`src/rtl/fetch_stage.sv`:
```
`timescale 1ns/1ps
// -----------------------------------------------------------------------------
// fetch_stage
//
// Instruction-fetch stage with its IF/ID pipeline register. Owns the PC,
// keeps exactly one instruction-memory request in flight, registers the
// returned word and presents it to decode. Honours a downstream stall and a
// branch redirect coming from the EX/branch logic.
//
// Parameters
//   PC_W      PC / address width (instruction word is always 32 bits)
//   RESET_PC  PC loaded on reset, must be word aligned
//
// Ports
//   clk            in   rising-edge clock
//   rst_n          in   asynchronous active-low reset
//   imem_req       out  request pending; imem_addr is stable while high
//   imem_addr      out  word-aligned fetch address
//   imem_valid     in   one-cycle pulse, imem_rdata holds the word for imem_addr
//   imem_rdata     in   instruction word
//   stall          in   downstream cannot accept; hold IF/ID
//   branch_taken   in   redirect request (one-cycle pulse)
//   branch_target  in   redirect address, low two bits ignored
//   if_id_valid    out  IF/ID holds a real instruction
//   if_id_instr    out  registered instruction, zero (NOP) when invalid
//   if_id_pc4      out  address of that instruction + 4
//   opcode         out  if_id_instr[31:26], straight to the control unit
// -----------------------------------------------------------------------------
module fetch_stage #(
    parameter int unsigned     PC_W     = 32,
    parameter logic [PC_W-1:0] RESET_PC = '0
) (
    input  logic            clk,
    input  logic            rst_n,
    output logic            imem_req,
    output logic [PC_W-1:0] imem_addr,
    input  logic            imem_valid,
    input  logic [31:0]     imem_rdata,
    input  logic            stall,
    input  logic            branch_taken,
    input  logic [PC_W-1:0] branch_target,
    output logic            if_id_valid,
    output logic [31:0]     if_id_instr,
    output logic [PC_W-1:0] if_id_pc4,
    output logic [5:0]      opcode
);

    localparam logic [PC_W-1:0] PC_STEP = PC_W'(4);

    typedef enum logic {
        S_FETCH = 1'b0,
        S_HOLD  = 1'b1
    } state_t;

    state_t          state, state_n;
    logic            req_en;
    logic            drop, drop_n;
    logic [PC_W-1:0] pc, pc_n;
    logic [PC_W-1:0] pc_plus4;
    logic [PC_W-1:0] branch_pc;
    logic [PC_W-1:0] drop_addr, drop_addr_n;
    logic [31:0]     hold_word;
    logic            hold_load;
    logic            fire;
    logic            if_valid_n;
    logic [31:0]     if_instr_n;
    logic [PC_W-1:0] if_pc4_n;
    logic [1:0]      unused_target_lsbs;

    assign unused_target_lsbs = branch_target[1:0];

    // Request side: a request is outstanding whenever we are fetching and
    // the first post-reset cycle has passed. While a response is being
    // dropped the old address must stay on the bus until it returns.
    assign imem_req  = req_en && (state == S_FETCH);
    assign imem_addr = drop ? drop_addr : pc;
    assign fire      = imem_req && imem_valid;
    assign pc_plus4  = pc + PC_STEP;
    assign branch_pc = {branch_target[PC_W-1:2], 2'b00};
    assign opcode    = if_id_instr[31:26];

    // Next-state logic. When downstream is not stalled it consumes IF/ID
    // every cycle, so a cycle without a new word leaves a bubble behind;
    // if_id_pc4 is left alone in a bubble since it is meaningless then.
    always_comb begin
        state_n     = state;
        pc_n        = pc;
        drop_n      = drop;
        drop_addr_n = drop_addr;
        if_valid_n  = if_id_valid;
        if_instr_n  = if_id_instr;
        if_pc4_n    = if_id_pc4;
        hold_load   = 1'b0;

        if (branch_taken) begin
            // Redirect wins over stall and any response in this cycle.
            pc_n       = branch_pc;
            if_valid_n = 1'b0;
            if_instr_n = 32'h0;
            state_n    = S_FETCH;
            if (drop) begin
                // Already discarding; only the arriving response clears it.
                drop_n = !fire;
            end else if (imem_req && !imem_valid) begin
                drop_n      = 1'b1;
                drop_addr_n = pc;
            end
        end else if (drop) begin
            if (fire) begin
                drop_n = 1'b0;
            end
            if (!stall) begin
                if_valid_n = 1'b0;
                if_instr_n = 32'h0;
            end
        end else if (state == S_HOLD) begin
            if (!stall) begin
                if_valid_n = 1'b1;
                if_instr_n = hold_word;
                if_pc4_n   = pc_plus4;
                pc_n       = pc_plus4;
                state_n    = S_FETCH;
            end
        end else if (fire) begin
            if (stall) begin
                hold_load = 1'b1;
                state_n   = S_HOLD;
            end else begin
                if_valid_n = 1'b1;
                if_instr_n = imem_rdata;
                if_pc4_n   = pc_plus4;
                pc_n       = pc_plus4;
            end
        end else if (!stall) begin
            if_valid_n = 1'b0;
            if_instr_n = 32'h0;
        end
    end

    // IF/ID boundary and fetch control state.
    always_ff @(posedge clk or negedge rst_n) begin
        if (!rst_n) begin
            state       <= S_FETCH;
            req_en      <= 1'b0;
            drop        <= 1'b0;
            pc          <= RESET_PC;
            if_id_valid <= 1'b0;
            if_id_instr <= 32'h0;
            if_id_pc4   <= '0;
        end else begin
            state       <= state_n;
            req_en      <= 1'b1;
            drop        <= drop_n;
            pc          <= pc_n;
            if_id_valid <= if_valid_n;
            if_id_instr <= if_instr_n;
            if_id_pc4   <= if_pc4_n;
        end
    end

    // Data-only registers: their contents matter only while drop is set or
    // the FSM is in HOLD, both of which are cleared by reset.
    always_ff @(posedge clk) begin
        drop_addr <= drop_addr_n;
        if (hold_load) begin
            hold_word <= imem_rdata;
        end
    end

endmodule

```
`config.mk`:
```
export PLATFORM = sky130hd
export DESIGN_NAME = fetch_stage
export DESIGN_NICKNAME = d
export VERILOG_FILES = /design/src/rtl/fetch_stage.sv
export SDC_FILE = /design/constraint.sdc
export NUM_CORES = 1
export LEC_CHECK = 0
export ABC_AREA = 1
export CAP_MARGIN = 20
export CORE_ASPECT_RATIO = 0.9
export CORE_MARGIN = 8
export CORE_UTILIZATION = 40
export DETAILED_ROUTE_END_ITERATION = 10
export PLACE_DENSITY_LB_ADDON = 0.2
export SLEW_MARGIN = 15
export SYNTH_ARGS = -nofsm -noshare
export SYNTH_HDL_FRONTEND = slang
export SYNTH_SLANG_ARGS = --single-unit
```
`constraint.sdc`:
```
create_clock -name clk -period 4.8 [get_ports clk]
set_input_delay 0.72 -clock clk [delete_from_list [all_inputs] [get_ports clk]]
set_output_delay 0.72 -clock clk [all_outputs]
set_load 0.02 [all_outputs]
```
## Yosys cells after proc, flatten, opt, wreduce, memory -nomap -nowiden

Cells that the tools add are included.

- Add/subtract/negate cells: 1
- Eq/ne operators: 3
- Multiplexer cells: 35
- Bitwise gates (word level): 3
- Reduce and logical (&&, ||, !) cells: 11

Operator list:

| operator | number |
|---|---|
| two-way mux 32 bit | 16 |
| adder 32 x 3 -> 32 bit (second input constant) | 1 |
| two-way mux 1 bit | 19 |
| AND reduction 3 bit | 2 |
| != test 4 x 3 -> 1 bit (second input constant) | 1 |
| != test 4 bit (second input constant) | 1 |
| AND reduction 2 bit | 2 |
| logical AND 1 bit | 3 |
| NOT 1 bit | 3 |
| nonzero test 3 bit | 1 |
| zero test 1 bit | 2 |
| != test 2 bit (second input constant) | 1 |
| nonzero test 2 bit | 1 |

- Bits in registers: 164
- Input bits: 69
- Output and inout port bits: 104
- Logic and storage cells: 62

## Logic depth before layout (Yosys ltp)

Gate-level depths: netlist of the first run.

- Depth after elaboration: 7
- Mapped depth: 9
- Gate-level depth less buffers: 9

## Worst setup path after synthesis of the first run

No wires, ideal clock.

- Kind: in2reg
- From: in imem_valid
- To: reg drop_addr[10], enable pin
- Arrival time: 3.730 ns
- Path slack: 0.577 ns
- Stages on the path: 1
- Path buffers: 0
- Cell sequence: nor4_1

- Longest elaborated chain between the ends: 3

Ends and longest elaborated chain:

| element | RTL line | RTL |
|---|---|---|
| start, declared | 37 | `input logic imem_valid,` |
| zero test 1 bit | 104 | `end else if (imem_req && !imem_valid) begin` |
| logical AND 1 bit | 104 |  |
| AND reduction 3 bit (no line) | - |  |
| end signal, assigned | 164 | `drop_addr <= drop_addr_n;` |
| end, declared | 61 | `logic [PC_W-1:0] drop_addr, drop_addr_n;` |

No other way between the ends.
A chain may end at the register's enable or synchronous reset.

## Final worst setup path of the first run

- From: reg drop
- To: out imem_addr[30]

- Longest elaborated chain between the ends: 1

Ends and longest elaborated chain:

| element | RTL line | RTL |
|---|---|---|
| start, declared | 57 | `logic drop, drop_n;` |
| start signal, assigned | 153 | `drop <= drop_n;` |
| two-way mux 32 bit | 76 | `assign imem_addr = drop ? drop_addr : pc;` |
| end, declared | 36 | `output logic [PC_W-1:0] imem_addr,` |

No other way between the ends.

==> flow_metrics.py, run 1 <==
metrics = {
    "clock_tree": {
        "cts_buffers": 17,
        "clkTransAtPathRegs_ns": 0.07,
        "cts.sinks": 158,
        "root_buffer": "clkbuf_16",
        "cts_max_path_buffers": 2,
        "cts_resized": 0,
        "clkLatencyLatePin_ns": 0.42,
        "cts_setup_buffers": 0,
        "cts.htree.levels": 4,
        "holdBufCountCts": 0,
        "cts_tree": "yes",
    },
    "finish": {
        "most-common-layout-cells": "nand2_1 (296), clkdlybuf4s50_1 (165), dfrtp_1 (95)",
        "drive_gt1_frac": 0.07801,
        "fillers": 1598,
        "n_antenna_cell": 0,
        "layout.nets": 980,
        "mostFrequentLayoutCell": "nand2_1",
        "area_growth_pct": 34.86,
    },
    "critical_path": {
        "start_kind": "register",
        "endpoint_kind": "primary output",
        "cp-endpoint": "imem_addr[30]",
        "path_delay_family": "buffers and inverters",
        "startpoint": "drop$_DFFE_PN0P_",
        "crit_path_top_delay_cell": "dfrtp_2",
        "arrival_ns": 2.38,
        "rr_startpoint": "drop$_DFFE_PN0P_",
        "rr_worst_depth": 6,
        "crit_cells": 4,
        "r2r_slack_ns": 2.28,
        "worstPathCellList": "buf_4 -> nand2_1 -> o21ai_0 -> clkdlybuf4s50_1",
        "critPathRequiredTime_ns": 4.08,
        "path_buf_inv": 2,
        "rr_endpoint": "if_id_pc4[2]$_DFFE_PN0P_",
        "critPathKind": "register to primary output",
        "slowest_delay_ns": 0.80,
        "path_max_fanout": 36,
    },
    "yosys": {
        "postSynthAreaPerCell_um2": 9.367,
        "synth_top_cell_by_area": "dfrtp_1",
        "ys_warn_count": 0,
        "yosysUniqueCellTypes": 27,
        "synthTopCellsByArea": "dfrtp_1 (34%), edfxtp_1 (26%), nand2_1 (16%), a22oi_1 (3.4%), nand3_1 (2.8%)",
        "ys_seq_elements": 158,
        "synth_edf_count": 62,
        "seq_area_frac_synth": 0.6062,
        "synth_area_um2": 7034,
        "ys.flop_type": "dfrtp_1",
        "synthArstFlopShare": 0.6076,
        "synth_top_area_frac": 0.3415,
        "syn_inst": 751,
    },
    "timing": {
        "fin_crit_sh": 0.6456,
        "hold_viol_final": 0,
        "finalSetupTns_ns": 0,
        "finClkSkew_ns": 0.01333,
        "whs_ns": 0.3991,
        "period_needed_ns": 3.099,
        "max_freq_mhz": 322.7,
        "setup_viol": 0,
        "report.final.slew_viol_count": 0,
        "rsz0062_at_grt": "no",
        "tightest_slew_ns": 0.8466,
        "relSlewSlack": 0.4356,
    },
    "floorplanning": {
        "die_area_um2": 22090,
        "start_util": 0.4034,
        "rows": 46,
        "ios": 173,
        "die_h_um": 141.8,
        "die_w_um": 155.8,
        "core_area_um2": 17440,
    },
    "grt": {
        "grt_pass1_wl_um": 31260,
        "grt_max_degree": 66,
        "grt_pass1_vias": 5720,
        "track_usage": 0.1808,
        "antenna_found_initial": 0,
        "overflow": 0,
    },
    "route": {
        "drt-vias-per-instance": 4.769,
        "wirelength_um": 19150,
        "drt_pass1_iterations": 5,
        "routedWlPerCell_um": 16.46,
        "drt_iter0_markers": 291,
        "drtAntennaViolNets": 0,
        "num_vias": 5546,
        "drc": 0,
    },
    "placement": {
        "gp_congestion": 0.8563,
        "dp_hpwl_um": 13540,
        "io_buffers": 166,
    },
    "power_and_ir_drop": {
        "peakVddDrop_uv": 333.5,
        "p_leak_nw": 4.022,
        "p_per_area_nw_per_um2": 424.8,
    },
    "min_path": {
        "hp-class": "primary input to asynchronous set/reset pin",
    },
    "run_status": {
        "status": "finished clean",
    },
    "run": {
        "maxCapViolCount": 0,
    },
}
==> registers in the layout (all words and copies together) (netlist names) <==
| signal | cells |
|---|---|
| req_en | 1 |
| pc | 30 |
| drop_addr | 30 |
| drop | 1 |
| if_id_valid | 1 |
| hold_word | 32 |
| state | 1 |
| if_id_instr | 32 |
| if_id_pc4 | 30 |
==> cell type report <==
| cell class | count | area, um2 | share of cell area |
|---|---|---|---|
| clock inverters | 15 | 172.7 | 0.01820 |
| multi-input cells | 521 | 2439 | 0.2571 |
| inverters | 34 | 127.6 | 0.01345 |
| flip-flops and latches | 158 | 4265 | 0.4496 |
| clock buffers | 17 | 425.4 | 0.04484 |
| repair buffers | 178 | 1757 | 0.1852 |
| well taps | 240 | 300.3 | 0.03165 |
==> metal layers <==
metal  global-route usage  vias up  share of wire
met1               0.2289     2600           0.45
met3              0.06750       15          0.083
met2               0.2837      149           0.46
met4              0.05306        0          0.011
met5                    0        -              0
li1                     -     2782              -
==> kinds of logic after synthesis <==
group,after synthesis,share of synthesized area
flip-flops,158,0.6062
AO/OA/AOI/OAI,109,0.09641
XOR/XNOR,13,0.01619
buffers and inverters,75,0.05034
other,2,0.001068
AND/OR/NAND/NOR,393,0.2280
adder cells (fa/ha/maj),1,0.001778
==> worst min path at each step <==
stage | from | endpoint | slack, ns
final | rst_n | pc[6]$_DFFE_PN0P_ | 0.40
after global routing | rst_n | pc[5]$_DFFE_PN0P_ | 0.46
after CTS | rst_n | if_id_pc4[5]$_DFFE_PN0P_ | 0.43
after detailed placement | if_id_pc4[8]$_DFFE_PN0P_ | if_id_pc4[8]$_DFFE_PN0P_ | 0.46
after global placement | if_id_pc4[10]$_DFFE_PN0P_ | if_id_pc4[10]$_DFFE_PN0P_ | 0.46
after floorplan | rst_n | drop$_DFFE_PN0P_ | 0.42
==> cell usage after synthesis (all sizes together) (2+ instances only) <==
library cell and count:
o21ai 56, nand3 39, a22oi 32, xor2 11
xnor2 2, conb 2, inv 34, dfrtp 96
clkbuf 13, nand2 301, and2 2, edfxtp 62
nor2 49, buf 28, a21boi 21
==> per-stage QoR <==
stage / util / setup WS, ns / area [um2] / power (W) / instances
3_3_place_gp: 0.5088 / 1.708 / 8872 / 0.002682 / 1130
6_report: 0.5440 / 1.701 / 9487 / 0.004030 / 1163
2_1_floorplan: - / 0.5773 / 7046 / 0.002195 / 754
5_1_grt: 0.5440 / 1.549 / 9487 / 0.004222 / 1163
3_5_place_dp: 0.5088 / 1.698 / 8872 / 0.002699 / 1130
4_1_cts: 0.5430 / 1.221 / 9470 / 0.004075 / 1162
==> power by group <==
part           internal (W)  switching, W  leakage, nW
Combinational      0.000424      0.000525         1.95
Sequential          0.00157      0.000140         1.78
Clock              0.000783      0.000586        0.284
Total               0.00278       0.00125         4.02
Power figures use the tool's default switching activity.
==> run 2, diff against run 1 <==
clock period = 2.6 ns   (was 4.8 ns; I/O delays follow)
==> flow_metrics.py, run 2 (synthesis results as in run 1) <==
metrics = {
    "power_and_ir_drop": {
        "p_leak_nw": 4.062,
        "p_clk_frac": 0.334,
        "combinationalPowerShare": 0.242,
        "power_frac_seq": 0.424,
        "p_sw_w": 0.002408,
        "peakVddDrop_uv": 472.3,
        "swShare": 0.3255,
        "p_per_area_nw_per_um2": 773.9,
        "internal-power_w": 0.004989,
    },
    "clock_tree": {
        "cts_buffers": 17,
        "cts_resized": 0,
        "clkTransAtPathRegs_ns": 0.07,
        "holdBufCountCts": 1,
        "cts_max_path_buffers": 2,
        "cts_setup_buffers": 0,
        "cts.sinks": 158,
        "clkLatencyLatePin_ns": 0.44,
        "cts_tree": "yes",
        "root_buffer": "clkbuf_16",
        "cts.htree.levels": 4,
    },
    "finish": {
        "layout.nets": 984,
        "instances_no_fill": 1167,
        "final_area_um2": 9558,
        "mostFrequentLayoutCell": "nand2_1",
        "n_antenna_cell": 0,
        "drive_gt1_frac": 0.07983,
        "most-common-layout-cells": "nand2_1 (296), clkdlybuf4s50_1 (165), dfrtp_1 (96)",
        "reg.largest.list": "hold_word x32, if_id_instr x32",
        "area_growth_pct": 35.88,
        "fin_util": 0.5481,
        "seq_area_um2": 4264,
        "fillers": 1581,
        "multi_input_area_um2": 2447,
    },
    "timing": {
        "relSlewSlack": 0.5288,
        "tightest_slew_ns": 0.7058,
        "hold_viol_final": 0,
        "fin_crit_sh": 0.9540,
        "finalSetupTns_ns": 0,
        "rsz0062_at_grt": "no",
        "setup_viol": 0,
        "finClkSkew_ns": 0.01508,
        "max_freq_mhz": 403.2,
        "period_needed_ns": 2.480,
        "worst_slack_ns": 0.1197,
        "report.final.slew_viol_count": 0,
    },
    "critical_path": {
        "worstPathCellList": "buf_12 -> inv_2 -> nand2_1 -> nand2_1 -> clkdlybuf4s50_1",
        "critPathKind": "register to primary output",
        "endpoint_kind": "primary output",
        "r2r_slack_ns": 0.78,
        "rr_startpoint": "drop$_DFFE_PN0P_",
        "path_delay_family": "buffers and inverters",
        "crit_top_cell": "nand2_1",
        "slowest_delay_ns": 0.61,
        "path_buf_inv": 3,
        "crit_path_top_delay_cell": "clkdlybuf4s50_1",
        "rr_endpoint": "pc[22]$_DFFE_PN0P_",
        "rr_worst_depth": 7,
        "start_kind": "register",
        "path_max_fanout": 52,
        "critPathRequiredTime_ns": 2.21,
        "arrival_ns": 2.09,
    },
    "min_path": {
        "min_from": "if_id_pc4[8]$_DFFE_PN0P_",
        "hold_depth": 2,
        "min_to": "if_id_pc4[8]$_DFFE_PN0P_",
        "hp-class": "register to register",
    },
    "route": {
        "routedWlPerCell_um": 16.76,
        "drt-vias-per-instance": 4.761,
        "drt_iter0_markers": 356,
        "drt_pass1_iterations": 4,
        "drtAntennaViolNets": 0,
        "num_vias": 5556,
        "wirelength_um": 19560,
        "drc": 0,
    },
    "placement": {
        "gp_congestion": 0.8310,
        "dp_hpwl_um": 13590,
        "io_buffers": 166,
        "dpl_worst_slack_ns": 0.3095,
        "dpl_cell_area_um2": 8961,
        "place_inst": 1134,
    },
    "grt": {
        "antenna_found_initial": 0,
        "grt_max_degree": 53,
        "track_usage": 0.1841,
        "grt_pass1_vias": 5748,
        "overflow": 0,
        "grt_pass1_wl_um": 31630,
    },
    "run_status": {
        "status": "finished clean",
    },
    "floorplanning": {
        "die_h_um": 141.8,
        "core_area_um2": 17440,
        "die_area_um2": 22090,
        "die_w_um": 155.8,
        "start_util": 0.4034,
        "rows": 46,
        "ios": 173,
    },
    "run": {
        "maxCapViolCount": 0,
    },
}
run 2: per-stage QoR:
step	power, W	hold slack, ns
5_1_grt	0.007755	0.4953
3_3_place_gp	0.004970	0.4136
4_1_cts	0.007474	0.4752
3_5_place_dp	0.004994	0.4180
2_1_floorplan	0.004054	0.09441
6_report	0.007397	0.4746
run 2: worst reg2reg max path, cell delays in order (launching register included):
cell and delay [ns]:
dfrtp_1 0.39, buf_12 0.19, inv_2 0.28, nand2_1 0.11, nor2_2 0.14, buf_4 0.35
nand3_1 0.21, nand2_1 0.10
run 2: cell type report:
class	instances	share of cell area
Clock buffer	17	0.04451
Sequential cell	158	0.4461
Timing Repair Buffer	182	0.1916
Clock inverter	15	0.01689
Inverter	34	0.01335
Multi-Input combinational cell	521	0.2561
Tap cell	240	0.03142
run 2: power groups by stage:
stage               Clock [W]  Sequential (W)  Combinational, W
detailed placement          0         0.00318           0.00181
CTS                   0.00252         0.00314           0.00182
global route          0.00262         0.00318           0.00195
floorplan                   0         0.00337          0.000683
finish                0.00247         0.00314           0.00179
global placement            0         0.00318           0.00179
run 2: how the worst max path moves through the flow:
stage / slack (ns) / from / to / cells after the start
6_report: 0.12 / drop$_DFFE_PN0P_ / imem_addr[3] / 5
5_1_grt: 0.005 / drop$_DFFE_PN0P_ / imem_addr[3] / 5
4_1_cts: 0.07 / drop$_DFFE_PN0P_ / imem_addr[3] / 5
3_5_place_dp: 0.31 / branch_taken / if_id_pc4[2]$_DFFE_PN0P_ / 6
3_3_place_gp: 0.39 / branch_taken / if_id_pc4[2]$_DFFE_PN0P_ / 6
2_1_floorplan: 0.10 / stall / hold_word[0]$_DFFE_PP_ / 4
run 2: per-layer routing:
| metal | vias to the layer above | track usage | share of wire |
|---|---|---|---|
| met4 | 0 | 0.04592 | 0.010 |
| met1 | 2591 | 0.2336 | 0.44 |
| met3 | 18 | 0.07236 | 0.087 |
| met5 | - | 0 | 0 |
| li1 | 2787 | - | - |
| met2 | 160 | 0.2890 | 0.47 |
==> run 3, diff against run 2 <==
CORE_UTILIZATION = 45   (was 40)
PLACE_DENSITY_LB_ADDON = 0.12   (was 0.2)
SLEW_MARGIN = 20   (was 15)
==> flow_metrics.py, run 3 (synthesis results as in run 1) <==
metrics = {
    "grt": {
        "grt_pass1_vias": 6050,
        "track_usage": 0.2019,
        "grt_max_degree": 62,
        "overflow": 0,
        "grt_pass1_wl_um": 31710,
        "antenna_found_initial": 1,
    },
    "placement": {
        "io_buffers": 166,
        "gp_congestion": 0.9196,
        "dp_hpwl_um": 13650,
        "dpl_cell_area_um2": 8921,
    },
    "critical_path": {
        "path_max_fanout": 41,
        "startpoint": "drop$_DFFE_PN0P_",
        "crit_path_top_delay_cell": "clkdlybuf4s50_1",
        "path_buf_inv": 3,
        "rr_endpoint": "pc[23]$_DFFE_PN0P_",
        "endpoint_kind": "primary output",
        "rr_worst_depth": 7,
        "worstPathCellList": "buf_12 -> inv_2 -> nand2_1 -> nand2_1 -> clkdlybuf4s50_1",
        "critPathKind": "register to primary output",
        "slowest_delay_ns": 0.60,
        "r2r_slack_ns": 0.77,
        "arrival_ns": 2.08,
        "crit_top_cell": "nand2_1",
        "rr_startpoint": "drop$_DFFE_PN0P_",
        "critPathRequiredTime_ns": 2.21,
        "start_kind": "register",
        "path_delay_family": "buffers and inverters",
    },
    "timing": {
        "relSlewSlack": 0.4520,
        "tightest_slew_ns": 0.8220,
        "hold_viol_final": 0,
        "whs_ns": 0.05516,
        "max_freq_mhz": 404.9,
        "finalSetupTns_ns": 0,
        "report.final.slew_viol_count": 0,
        "rsz0062_at_grt": "no",
        "finClkSkew_ns": 0.006814,
        "fin_crit_sh": 0.9499,
        "setup_viol": 0,
        "period_needed_ns": 2.470,
    },
    "finish": {
        "area_growth_pct": 36.80,
        "mostFrequentLayoutCell": "nand2_1",
        "reg.largest.list": "hold_word x32, if_id_instr x32",
        "most-common-layout-cells": "nand2_1 (296), clkdlybuf4s50_1 (165), dfrtp_1 (96)",
        "seq_area_um2": 4264,
        "fillers": 1238,
        "fin_util": 0.6276,
        "n_antenna_cell": 0,
        "final_area_um2": 9623,
        "multi_input_area_um2": 2447,
        "drive_gt1_frac": 0.08091,
        "layout.nets": 984,
    },
    "run": {
        "maxCapViolCount": 0,
    },
    "route": {
        "drt_iter0_markers": 328,
        "drt_pass1_iterations": 5,
        "drtAntennaViolNets": 0,
        "wirelength_um": 19590,
        "drc": 0,
        "routedWlPerCell_um": 17.36,
        "num_vias": 5794,
        "drt-vias-per-instance": 5.132,
    },
    "floorplanning": {
        "die_h_um": 134.6,
        "rows": 43,
        "start_util": 0.4588,
        "die_area_um2": 19890,
        "die_w_um": 147.8,
        "ios": 173,
        "core_area_um2": 15330,
    },
    "clock_tree": {
        "cts.htree.levels": 4,
        "cts_tree": "yes",
        "holdBufCountCts": 0,
        "cts_setup_buffers": 0,
        "root_buffer": "clkbuf_16",
        "cts.sinks": 158,
        "cts_max_path_buffers": 2,
        "clkLatencyLatePin_ns": 0.43,
        "cts_resized": 0,
        "clkTransAtPathRegs_ns": 0.06,
        "cts_buffers": 17,
    },
    "run_status": {
        "status": "finished clean",
    },
    "min_path": {
        "hp-class": "primary input to asynchronous set/reset pin",
    },
    "power_and_ir_drop": {
        "p_per_area_nw_per_um2": 817.4,
        "peakVddDrop_uv": 445.2,
        "p_leak_nw": 4.117,
    },
}
-- run 3: changes by cell type in the layout (fill, tap and decap cells not counted), sizes merged --
| cell | delta |
|---|---|
| dlygate4sd3 | -1 |
| clkinvlp | +1 |
| bufinv | +7 |
| inv | -8 |
| buf | +1 |
| clkinv | -1 |
| clkbuf | +1 |
-- run 3: cell type report --
class | instances | share of cell area
clock buffer | 18 | 0.04564
clock inverter | 14 | 0.02730
inverter | 34 | 0.01326
multi-input combinational | 521 | 0.2543
sequential | 158 | 0.4431
tap | 202 | 0.02626
timing repair buffer | 182 | 0.1901
-- run 3: per-stage QoR --
step / total power, W / worst slack [ns] / instances
6_report: 0.007866 / 0.1303 / 1129
5_1_grt: 0.008215 / 0.001634 / 1129
4_1_cts: 0.007935 / 0.09655 / 1129
3_5_place_dp: 0.004992 / 0.5306 / 1097
3_3_place_gp: 0.004959 / 0.5726 / 1097
2_1_floorplan: 0.004054 / 0.1020 / 754
-- run 3: report_power, final --
group | leakage [nW] | total [W] | switching (W) | internal, W
logic | 1.99 | 0.00179 | 0.000993 | 0.000799
clock network | 0.340 | 0.00293 | 0.00101 | 0.00193
registers | 1.79 | 0.00314 | 0.000238 | 0.00290
total | 4.12 | 0.00787 | 0.00224 | 0.00563
-- run 3: worst max-delay path by stage --
stage | endpoint | slack (ns) | cells past startpoint
after floorplan | hold_word[0]$_DFFE_PP_ | 0.10 | 4
after global placement | drop_addr[20]$_DFFE_PP_ | 0.57 | 4
after detailed placement | drop_addr[20]$_DFFE_PP_ | 0.53 | 4
after CTS | imem_addr[3] | 0.1 | 5
after global routing | imem_addr[3] | 0.002 | 5
final | imem_addr[13] | 0.13 | 5
-- run 3: metal layers --
metal	GRT usage	wire [um]
met5	0	13
met2	0.3386	9521
met1	0.2435	8376
met3	0.06656	1475
met4	0.05999	207
-- run 3: worst reg2reg max path: stages (launching register included) --
cell     delay, ns
dfrtp_1       0.41
buf_12        0.19
inv_2         0.27
nand2_1       0.13
nor2_2        0.20
buf_4         0.30
nand3_1       0.18
nand2_1       0.10
